File: src/rtl/inert_seq_pkg.sv
// inert_seq_pkg: FSM states, sensor init table and rate register map shared by inert_seq.
package inert_seq_pkg;
  typedef enum logic [2:0] {PWR_WAIT, INIT_WR, INIT_WAIT, IDLE, RD_WR, RD_WAIT, VALID} state_t;
  localparam logic [2:0][15:0] INIT_TBL = {16'h1440, 16'h1160, 16'h0D02};
  localparam logic [3:0][6:0] RD_ADDR = {7'h27, 7'h26, 7'h23, 7'h22};
  function automatic logic [15:0] init_word(input logic [1:0] i);
    return i == 2'd0 ? INIT_TBL[0] : i == 2'd1 ? INIT_TBL[1] : INIT_TBL[2];
  endfunction
  function automatic logic [15:0] rd_cmd(input logic [1:0] i);
    return {1'b1, RD_ADDR[i], 8'h00};
  endfunction
endpackage

File: src/rtl/inert_seq_if.sv
// inert_seq_if: SPI monarch handshake plus rate outputs of the inertial sequencer.
interface inert_seq_if;
  logic INT, done, wrt, vld, init_done, err;
  logic [15:0] rd_data, wt_data, ptch_rt, yaw_rt;
  modport master (input INT, done, rd_data, output wrt, wt_data, ptch_rt, yaw_rt, vld, init_done, err);
  modport slave (output INT, done, rd_data, input wrt, wt_data, ptch_rt, yaw_rt, vld, init_done, err);
endinterface

File: src/rtl/inert_seq_int_sync.sv
// inert_int_sync: three-flop synchronizer for the sensor INT line with rising-edge detect.
module inert_int_sync (
  input  logic clk,
  input  logic rst,
  input  logic din,
  output logic rise
);
  logic [2:0] s;
  always_ff @(posedge clk or posedge rst)
    if (rst) s <= '0;
    else s <= {s[1:0], din};
  assign rise = s[1] & ~s[2];
endmodule

File: src/rtl/inert_seq.sv
// inert_seq: power-up delay, sensor init writes, then INT-driven pitch/yaw rate reads.
// Define INERT_TIMEOUT_EN to add an IDLE watchdog that flags err and re-inits the sensor.
module inert_seq import inert_seq_pkg::*; #(
  parameter int PWR_DLY_W = 16,
  parameter int TMO_W = 20
) (
  input logic clk,
  input logic rst,
  inert_seq_if.master bus
);
  state_t state;
  logic [PWR_DLY_W-1:0] pcnt;
  logic [1:0] idx, ridx;
  logic [2:0][7:0] b;
  logic rise, unused_hi;
  inert_int_sync u_sync (.clk, .rst, .din(bus.INT), .rise);
  assign unused_hi = ^bus.rd_data[15:8];
  assign bus.wrt = state == INIT_WR || state == RD_WR;
  assign bus.wt_data = (state == INIT_WR || state == INIT_WAIT) ? init_word(idx) :
                       (state == RD_WR || state == RD_WAIT) ? rd_cmd(ridx) : 16'h0000;
  assign bus.vld = state == VALID;
`ifdef INERT_TIMEOUT_EN
  logic [TMO_W-1:0] tmo;
  logic err_q;
  assign bus.err = err_q;
`else
  logic [TMO_W-1:0] unused_tmo;
  assign unused_tmo = '0;
  assign bus.err = 1'b0;
`endif
  always_ff @(posedge clk or posedge rst)
    if (rst) begin
      state <= PWR_WAIT;
      pcnt <= '0;
      idx <= '0;
      ridx <= '0;
      b <= '0;
      bus.ptch_rt <= '0;
      bus.yaw_rt <= '0;
      bus.init_done <= 1'b0;
`ifdef INERT_TIMEOUT_EN
      tmo <= '0;
      err_q <= 1'b0;
`endif
    end else begin
`ifdef INERT_TIMEOUT_EN
      tmo <= state == IDLE && !rise ? tmo + TMO_W'(1) : '0;
`endif
      case (state)
        PWR_WAIT: if (&pcnt) state <= INIT_WR; else pcnt <= pcnt + PWR_DLY_W'(1);
        INIT_WR: state <= INIT_WAIT;
        INIT_WAIT: if (bus.done) begin
          idx <= idx == 2'd2 ? 2'd0 : idx + 2'd1;
          if (idx == 2'd2) bus.init_done <= 1'b1;
          state <= idx == 2'd2 ? IDLE : INIT_WR;
        end
        IDLE: if (rise) begin
          ridx <= '0;
          state <= RD_WR;
        end
`ifdef INERT_TIMEOUT_EN
        else if (&tmo) begin
          err_q <= 1'b1;
          bus.init_done <= 1'b0;
          idx <= '0;
          state <= INIT_WR;
        end
`endif
        RD_WR: state <= RD_WAIT;
        // bytes arrive in order, so a shift register leaves b[0..2] = bytes 0..2
        RD_WAIT: if (bus.done) begin
          if (ridx == 2'd3) begin
            bus.ptch_rt <= {b[1], b[0]};
            bus.yaw_rt <= {bus.rd_data[7:0], b[2]};
            state <= VALID;
          end else begin
            b <= {bus.rd_data[7:0], b[2:1]};
            ridx <= ridx + 2'd1;
            state <= RD_WR;
          end
        end
        default: state <= IDLE;
      endcase
    end
endmodule

File: src/flat_wrapper.sv
// flat-port wrapper written by rule: the top's interface ports become plain ports
module inert_seq_flat import inert_seq_pkg::*;
#(
  parameter int PWR_DLY_W = 16,
  parameter int TMO_W = 20
)
  (clk, rst, bus_INT, bus_done, bus_rd_data, bus_wrt, bus_wt_data, bus_ptch_rt, bus_yaw_rt, bus_vld, bus_init_done, bus_err);
  inert_seq_if bus_i ();
  input logic clk;
  input logic rst;
  input wire logic [$bits(bus_i.INT)-1:0] bus_INT;
  input wire logic [$bits(bus_i.done)-1:0] bus_done;
  input wire logic [$bits(bus_i.rd_data)-1:0] bus_rd_data;
  output wire logic [$bits(bus_i.wrt)-1:0] bus_wrt;
  output wire logic [$bits(bus_i.wt_data)-1:0] bus_wt_data;
  output wire logic [$bits(bus_i.ptch_rt)-1:0] bus_ptch_rt;
  output wire logic [$bits(bus_i.yaw_rt)-1:0] bus_yaw_rt;
  output wire logic [$bits(bus_i.vld)-1:0] bus_vld;
  output wire logic [$bits(bus_i.init_done)-1:0] bus_init_done;
  output wire logic [$bits(bus_i.err)-1:0] bus_err;
  assign bus_i.INT = bus_INT;
  assign bus_i.done = bus_done;
  assign bus_i.rd_data = bus_rd_data;
  assign bus_wrt = bus_i.wrt;
  assign bus_wt_data = bus_i.wt_data;
  assign bus_ptch_rt = bus_i.ptch_rt;
  assign bus_yaw_rt = bus_i.yaw_rt;
  assign bus_vld = bus_i.vld;
  assign bus_init_done = bus_i.init_done;
  assign bus_err = bus_i.err;
  inert_seq #(.PWR_DLY_W(PWR_DLY_W), .TMO_W(TMO_W)) u_core (.clk(clk), .rst(rst), .bus(bus_i));
endmodule
File: config.mk
export PLATFORM = sky130hd
export DESIGN_NAME = inert_seq_flat
export DESIGN_NICKNAME = d
export VERILOG_FILES = /design/src/rtl/inert_seq_pkg.sv /design/src/rtl/inert_seq_if.sv /design/src/rtl/inert_seq_int_sync.sv /design/src/rtl/inert_seq.sv /design/src/flat_wrapper.sv
export SDC_FILE = /design/constraint.sdc
export NUM_CORES = 1
export LEC_CHECK = 0
export CAP_MARGIN = 10
export CORE_ASPECT_RATIO = 2
export CORE_UTILIZATION = 38
export DETAILED_ROUTE_END_ITERATION = 6
export PLACE_DENSITY = 0.64
export SLEW_MARGIN = 20
export SYNTH_ARGS = -nofsm -noshare
export SYNTH_HDL_FRONTEND = slang
export SYNTH_HIERARCHICAL = 1
export SYNTH_SLANG_ARGS = --single-unit
File: constraint.sdc
create_clock -name clk -period 4.7 [get_ports clk]
set_input_delay 0.94 -clock clk [delete_from_list [all_inputs] [get_ports clk]]
set_output_delay 0.94 -clock clk [all_outputs]
set_load 0.05 [all_outputs]
==> impl_metrics.py, run 1 <==
metrics = {
    "critical_path": {
        "startpoint": "u_core/state[2]",
        "crit_path_start_kind": "register",
        "worstPathArrival_ps": 2470,
        "cp-end-kind": "output port",
        "worst-path-max-fanout": 18,
        "worstSetupPathType": "reg -> out",
        "timing.rr.start": "u_core/state[2]",
        "required_ps": 3760,
    },
    "yosys": {
        "synth-seq-cells": 83,
        "ys_seq_area_share_pct": 57.7,
        "synth_top_area_share_pct": 57.7,
        "synth_flop_cell": "dfrtp_1",
        "synth-edff-count": 0,
        "synth_cells": 275,
        "synth.distinct_cells": 43,
        "post_synth.cell_area_avg_um2": 13.1,
        "async_flop_share_pct": 100,
        "synth_warnings": 6,
        "synth_top_cells_by_area": "dfrtp_1, mux2_2, buf_4, xor2_1, nand4_1",
        "syn-cell-area_mm2": 0.00360,
        "synth_top_cell_by_area": "dfrtp_1",
    },
    "pwr": {
        "cellLeakagePower_nw": 2.12,
        "p_int_mw": 1.08,
        "p_per_area_mw_per_mm2": 308,
        "p_switching_mw": 0.290,
        "switching_share_pct": 21.2,
        "clkPwrFrac_pct": 44.8,
        "max-vdd-ir-drop_uv": 225,
        "comb_power_share_pct": 2.8,
        "power_frac_seq_pct": 52.4,
    },
    "floorplanning": {
        "rows": 49,
        "die_x_um": 70.8,
        "fp.coreArea_mm2": 0.00907,
        "die_h_um": 140,
        "num_io_pins": 72,
        "start_util_pct": 39.7,
        "die_area_mm2": 0.00989,
    },
    "timing": {
        "slew_violations": 0,
        "hold-worst-slack_ps": 353,
        "hold_viol": 0,
        "worst_pin_slew_ps": 637,
        "min_period_ps": 3410,
        "tns_ps": 0,
        "rsz0062_at_grt": "no",
        "max_slew_margin_pct": 57.5,
        "setup_viol": 0,
        "clock-skew-final_ps": 3.37,
        "max_freq_mhz": 293,
        "period_share_pct": 72.6,
    },
    "placement": {
        "gp_congestion": 0.752,
        "portBuffers": 56,
        "dpl-instance-area_mm2": 0.00418,
        "post-dp-hpwl_mm": 4.51,
    },
    "detailed_routing": {
        "wl_mm": 6.58,
        "viasPerCell": 5.27,
        "via_count": 2289,
        "routedWlPerCell_um": 15.2,
        "drtIter0Drc": 79,
        "drc": 0,
        "dr.pass1.iters": 6,
        "ant_nets": 0,
    },
    "cells_and_area": {
        "layout.cells.most_common": "dfrtp_1",
        "area_growth_pct": 23.5,
        "final_nets": 350,
        "fin_util_pct": 49.0,
        "final_area_mm2": 0.00444,
        "fill_cells": 825,
        "drive_above_1_share_pct": 25.6,
        "multi_input_area_mm2": 0.00137,
        "antennaDiodeCount": 0,
        "final_cell_mix": "dfrtp_1, mux2_2, clkdlybuf4s50_1, nor2_1",
        "regArea_mm2": 0.00208,
    },
    "global_routing": {
        "antenna_found_initial": 0,
        "grt_pass1_vias": 2437,
        "grt.total_usage_pct": 14.6,
        "overflow": 0,
        "grt_start_max_net_pins": 52,
        "grt_pass1_wl_mm": 11.3,
    },
    "clock_network": {
        "cts_resized": 0,
        "cts.reportedPaths.clkPinSlew_ps": 60,
        "clock-sinks": 83,
        "cts_root_buf": "clkbuf_16",
        "ctsHoldBuffers": 0,
        "htree_levels": 3,
        "cts_tree": "built",
        "cts_setup_buffers": 0,
        "insertion_delay_ps": 330,
        "clock_path_buffers": 2,
        "numCtsBuffers": 9,
    },
    "min_path": {
        "worstHoldStart": "u_core/u_sync/s[0]",
        "hp-class": "reg -> reg",
    },
    "flow_run": {
        "drv_cap": 0,
    },
    "outcome": {
        "status": "complete, no violations",
    },
}
-- final cells by class --
type / instances / area share, %
tap: 102 / 2.87
multi-input combinational: 168 / 30.8
clock buffer: 10 / 5.15
clock inverter: 5 / 0.704
inverter: 7 / 0.619
timing repair buffer: 59 / 13.1
sequential: 83 / 46.7
-- stage by stage --
stage	power (mW)	setup slack, ps	instances
2_1_floorplan	0.759	1660	281
3_3_place_gp	0.769	1630	419
3_5_place_dp	0.770	1610	419
4_1_cts	1.39	1250	434
5_1_grt	1.43	1160	434
6_report	1.37	1290	434
-- critical path: stages (launching register included) --
cell and delay, ps:
dfrtp_1 680, nor2b_1 550, clkdlybuf4s50_1 910
-- metal layers --
metal  GRT usage (%)  share of wire, %  wire, um  vias to the layer above
met3            4.27               4.5       295                       12
met4            7.68               2.2       148                        0
li1                -                 -         -                     1060
met1            15.9                39      2560                     1156
met2            25.2                54      3580                       61
met5               0                 0         0                        -
-- synthesized netlist by cell type (all sizes together) (2+ instances only) --
| library cell | n |
|---|---|
| o21ai | 3 |
| a22oi | 2 |
| o32ai | 2 |
| and3 | 4 |
| a21oi | 6 |
| nand3 | 8 |
| ha | 2 |
| nor3 | 5 |
| xor2 | 7 |
| xnor2 | 5 |
| nand2 | 9 |
| nand4 | 7 |
| nor2b | 5 |
| a41oi | 2 |
| and2 | 2 |
| nor2 | 12 |
| mux2 | 62 |
| buf | 22 |
| dfrtp | 83 |
| nand2b | 3 |
| inv | 7 |
| nor4 | 2 |
-- power groups by stage --
| stage | sequential (mW) | combinational [mW] | clock (mW) |
|---|---|---|---|
| 6_report | 0.717 | 0.0390 | 0.613 |
| 5_1_grt | 0.716 | 0.0439 | 0.665 |
| 4_1_cts | 0.717 | 0.0404 | 0.636 |
| 3_5_place_dp | 0.730 | 0.0403 | 0 |
| 3_3_place_gp | 0.730 | 0.0398 | 0 |
| 2_1_floorplan | 0.730 | 0.0290 | 0 |
-- cells by family after synthesis --
kind of cell / count (synthesis) / share of synthesized area [%]
buf+inv: 30 / 4.90
fa+ha+maj: 2 / 0.695
compound gates: 22 / 4.38
flops: 83 / 57.7
mux: 63 / 19.7
simple gates: 62 / 9.63
other cells: 1 / 0.104
xor+xnor: 12 / 2.92
-- final timing paths --
| kind | to | slack, ps | cells after the start |
|---|---|---|---|
| max in group asynchronous | u_core/b[21] | 2700 | 3 |
| hold reg to reg | u_core/u_sync/s[1] | 350 | 0 |
| setup reg to reg | u_core/bus.ptch_rt[14] | 1950 | 4 |
| min in group asynchronous | u_core/u_sync/s[2] | 830 | 2 |
| setup / recovery | bus_wt_data[15] | 1290 | 2 |
| hold / removal | u_core/u_sync/s[1] | 350 | 0 |
-- sequential cells by signal, indices dropped and copies added, names as in the netlist, 2 cells and up --
signal	flops
u_core/ridx	2
u_core/bus.ptch_rt	16
u_core/pcnt	16
u_core/bus.yaw_rt	16
u_core/b	24
u_core/state	3
u_core/u_sync/s	3
u_core/idx	2
Power figures use the tool's default switching activity.
==> run 2, diff against run 1 <==
- clock period: 4.7 -> 3.3 ns (I/O delays scaled with it)
==> run 2 against run 1 <==
  * The flow now finishes with violations (DRC)
  * First-iteration DRC count up 52%
  * Cell area up 1.7%
  * Clock-buffer cell count up 1
  * Critical endpoint is now bus_wt_data[10]
  * Highest routed layer unchanged
==> impl_metrics.py, run 2 (synthesis gave the netlist of run 1 again) <==
metrics = {
    "timing": {
        "hold_viol": 0,
        "setup_viol": 0,
        "period_share_pct": 92.2,
        "worst_pin_slew_ps": 659,
        "max_slew_margin_pct": 56.0,
        "slew_violations": 0,
        "tns_ps": 0,
        "max_freq_mhz": 329,
        "min_period_ps": 3040,
        "clock-skew-final_ps": 8.25,
        "rsz0062_at_grt": "no",
    },
    "pwr": {
        "p_switching_mw": 0.419,
        "p_per_area_mw_per_mm2": 455,
        "cellLeakagePower_nw": 2.16,
        "p_int_mw": 1.64,
        "power_frac_seq_pct": 49.6,
        "comb_power_share_pct": 2.8,
        "p_total_mw": 2.06,
        "switching_share_pct": 20.4,
        "max-vdd-ir-drop_uv": 297,
        "clkPwrFrac_pct": 47.6,
    },
    "clock_network": {
        "insertion_delay_ps": 330,
        "htree_levels": 3,
        "clock-sinks": 83,
        "cts_tree": "built",
        "cts.reportedPaths.clkPinSlew_ps": 60,
        "cts_setup_buffers": 0,
        "numCtsBuffers": 9,
        "clock_path_buffers": 2,
        "ctsHoldBuffers": 0,
        "cts_root_buf": "clkbuf_16",
        "cts_resized": 0,
    },
    "cells_and_area": {
        "final_nets": 352,
        "largest_register": "u_core/b",
        "regArea_mm2": 0.00208,
        "layout.cells.most_common": "dfrtp_1",
        "fin_cells": 437,
        "antennaDiodeCount": 0,
        "drive_above_1_share_pct": 26.3,
        "largest_register_ff_count": 24,
        "final_cell_mix": "dfrtp_1, mux2_2, clkdlybuf4s50_1, nor2_1",
        "area_growth_pct": 25.5,
        "multi_input_area_mm2": 0.00137,
        "fill_cells": 817,
    },
    "flow_run": {
        "drv_cap": 0,
    },
    "global_routing": {
        "grt.total_usage_pct": 14.8,
        "overflow": 0,
        "grt_pass1_wl_mm": 11.5,
        "antenna_found_initial": 0,
        "grt_pass1_vias": 2406,
        "grt_start_max_net_pins": 45,
    },
    "placement": {
        "gp_congestion": 0.808,
        "portBuffers": 56,
        "post-place-cells": 421,
        "post-dp-hpwl_mm": 4.58,
    },
    "floorplanning": {
        "die_area_mm2": 0.00989,
        "die_h_um": 140,
        "start_util_pct": 39.7,
        "num_io_pins": 72,
        "die_x_um": 70.8,
        "fp.coreArea_mm2": 0.00907,
        "rows": 49,
    },
    "detailed_routing": {
        "wl_mm": 6.54,
        "drtIter0Drc": 120,
        "via_count": 2259,
        "viasPerCell": 5.17,
        "ant_nets": 0,
        "routedWlPerCell_um": 15.0,
        "drc": 6,
        "dr.pass1.iters": 7,
    },
    "critical_path": {
        "worstPathArrival_ps": 2380,
        "r2r_setup_slack_ps": 990,
        "slowest_delay_ps": 860,
        "worst-path-max-fanout": 14,
        "path_cells": "nand2b_1, o32ai_1, clkdlybuf4s50_1",
        "worstSetupPathType": "reg -> out",
        "cp-end-kind": "output port",
        "cp_slowest_cell": "clkdlybuf4s50_1",
        "required_ps": 2640,
        "crit_path_start_kind": "register",
    },
    "outcome": {
        "status": "finished, violations left",
        "violations": "DRC",
    },
    "min_path": {
        "hp-class": "reg -> reg",
    },
}
## run 2: cell types whose count changed in the layout (fill, tap and decap cells not counted), sizes merged
cell | previous run | this run
buf | 3 | 5
bufinv | 0 | 1
clkbuf | 10 | 11
clkinv | 5 | 4
## run 2: area by class of cell
class	instances	share of cell area (%)
well taps	102	2.82
repair buffers	61	13.8
clock buffers	11	5.37
clock inverters	5	1.16
multi-input cells	168	30.3
inverters	7	0.609
flip-flops and latches	83	46.0
## run 2: routing by layer
metal / track usage (%) / vias to the layer above / share of wire [%]
li1: - / 1059 / -
met1: 16.7 / 1139 / 40
met2: 25.9 / 51 / 54
met3: 4.06 / 10 / 4.5
met4: 6.00 / 0 / 1.7
met5: 0 / - / 0
## run 2: per-stage QoR
stage	cell area [um2]	setup slack, ps	util, %	hold slack, ps
3_5_place_dp	4220	587	46.6	362
3_3_place_gp	4220	611	46.6	338
2_1_floorplan	3620	541	-	331
5_1_grt	4520	133	49.8	384
4_1_cts	4520	221	49.8	376
6_report	4520	258	49.8	368
## run 2: worst max-delay path, delay by kind of cell, from the launching register on
family,cells,cell delay (ps)
buffers and inverters,1,860
flip-flops,1,520
AO/OA/AOI/OAI,1,360
AND/OR/NAND/NOR,1,310
## run 2: path summary, 6_finish.rpt
kind,from,endpoint,cells after the start
min,u_core/u_sync/s[0],u_core/u_sync/s[1],0
min reg2reg,u_core/u_sync/s[0],u_core/u_sync/s[1],0
max reg2reg,u_core/state[2],u_core/b[14],6
min in group asynchronous,rst,u_core/u_sync/s[0],2
max in group asynchronous,rst,u_core/pcnt[7],3
max,u_core/state[0],bus_wt_data[10],3
## run 2: power groups by stage
stage / logic [mW] / clock network (mW) / registers [mW]
2_1_floorplan: 0.0412 / 0 / 1.04
3_3_place_gp: 0.0586 / 0 / 1.04
3_5_place_dp: 0.0601 / 0 / 1.04
4_1_cts: 0.0602 / 1.01 / 1.02
5_1_grt: 0.0650 / 1.05 / 1.02
6_report: 0.0577 / 0.979 / 1.02
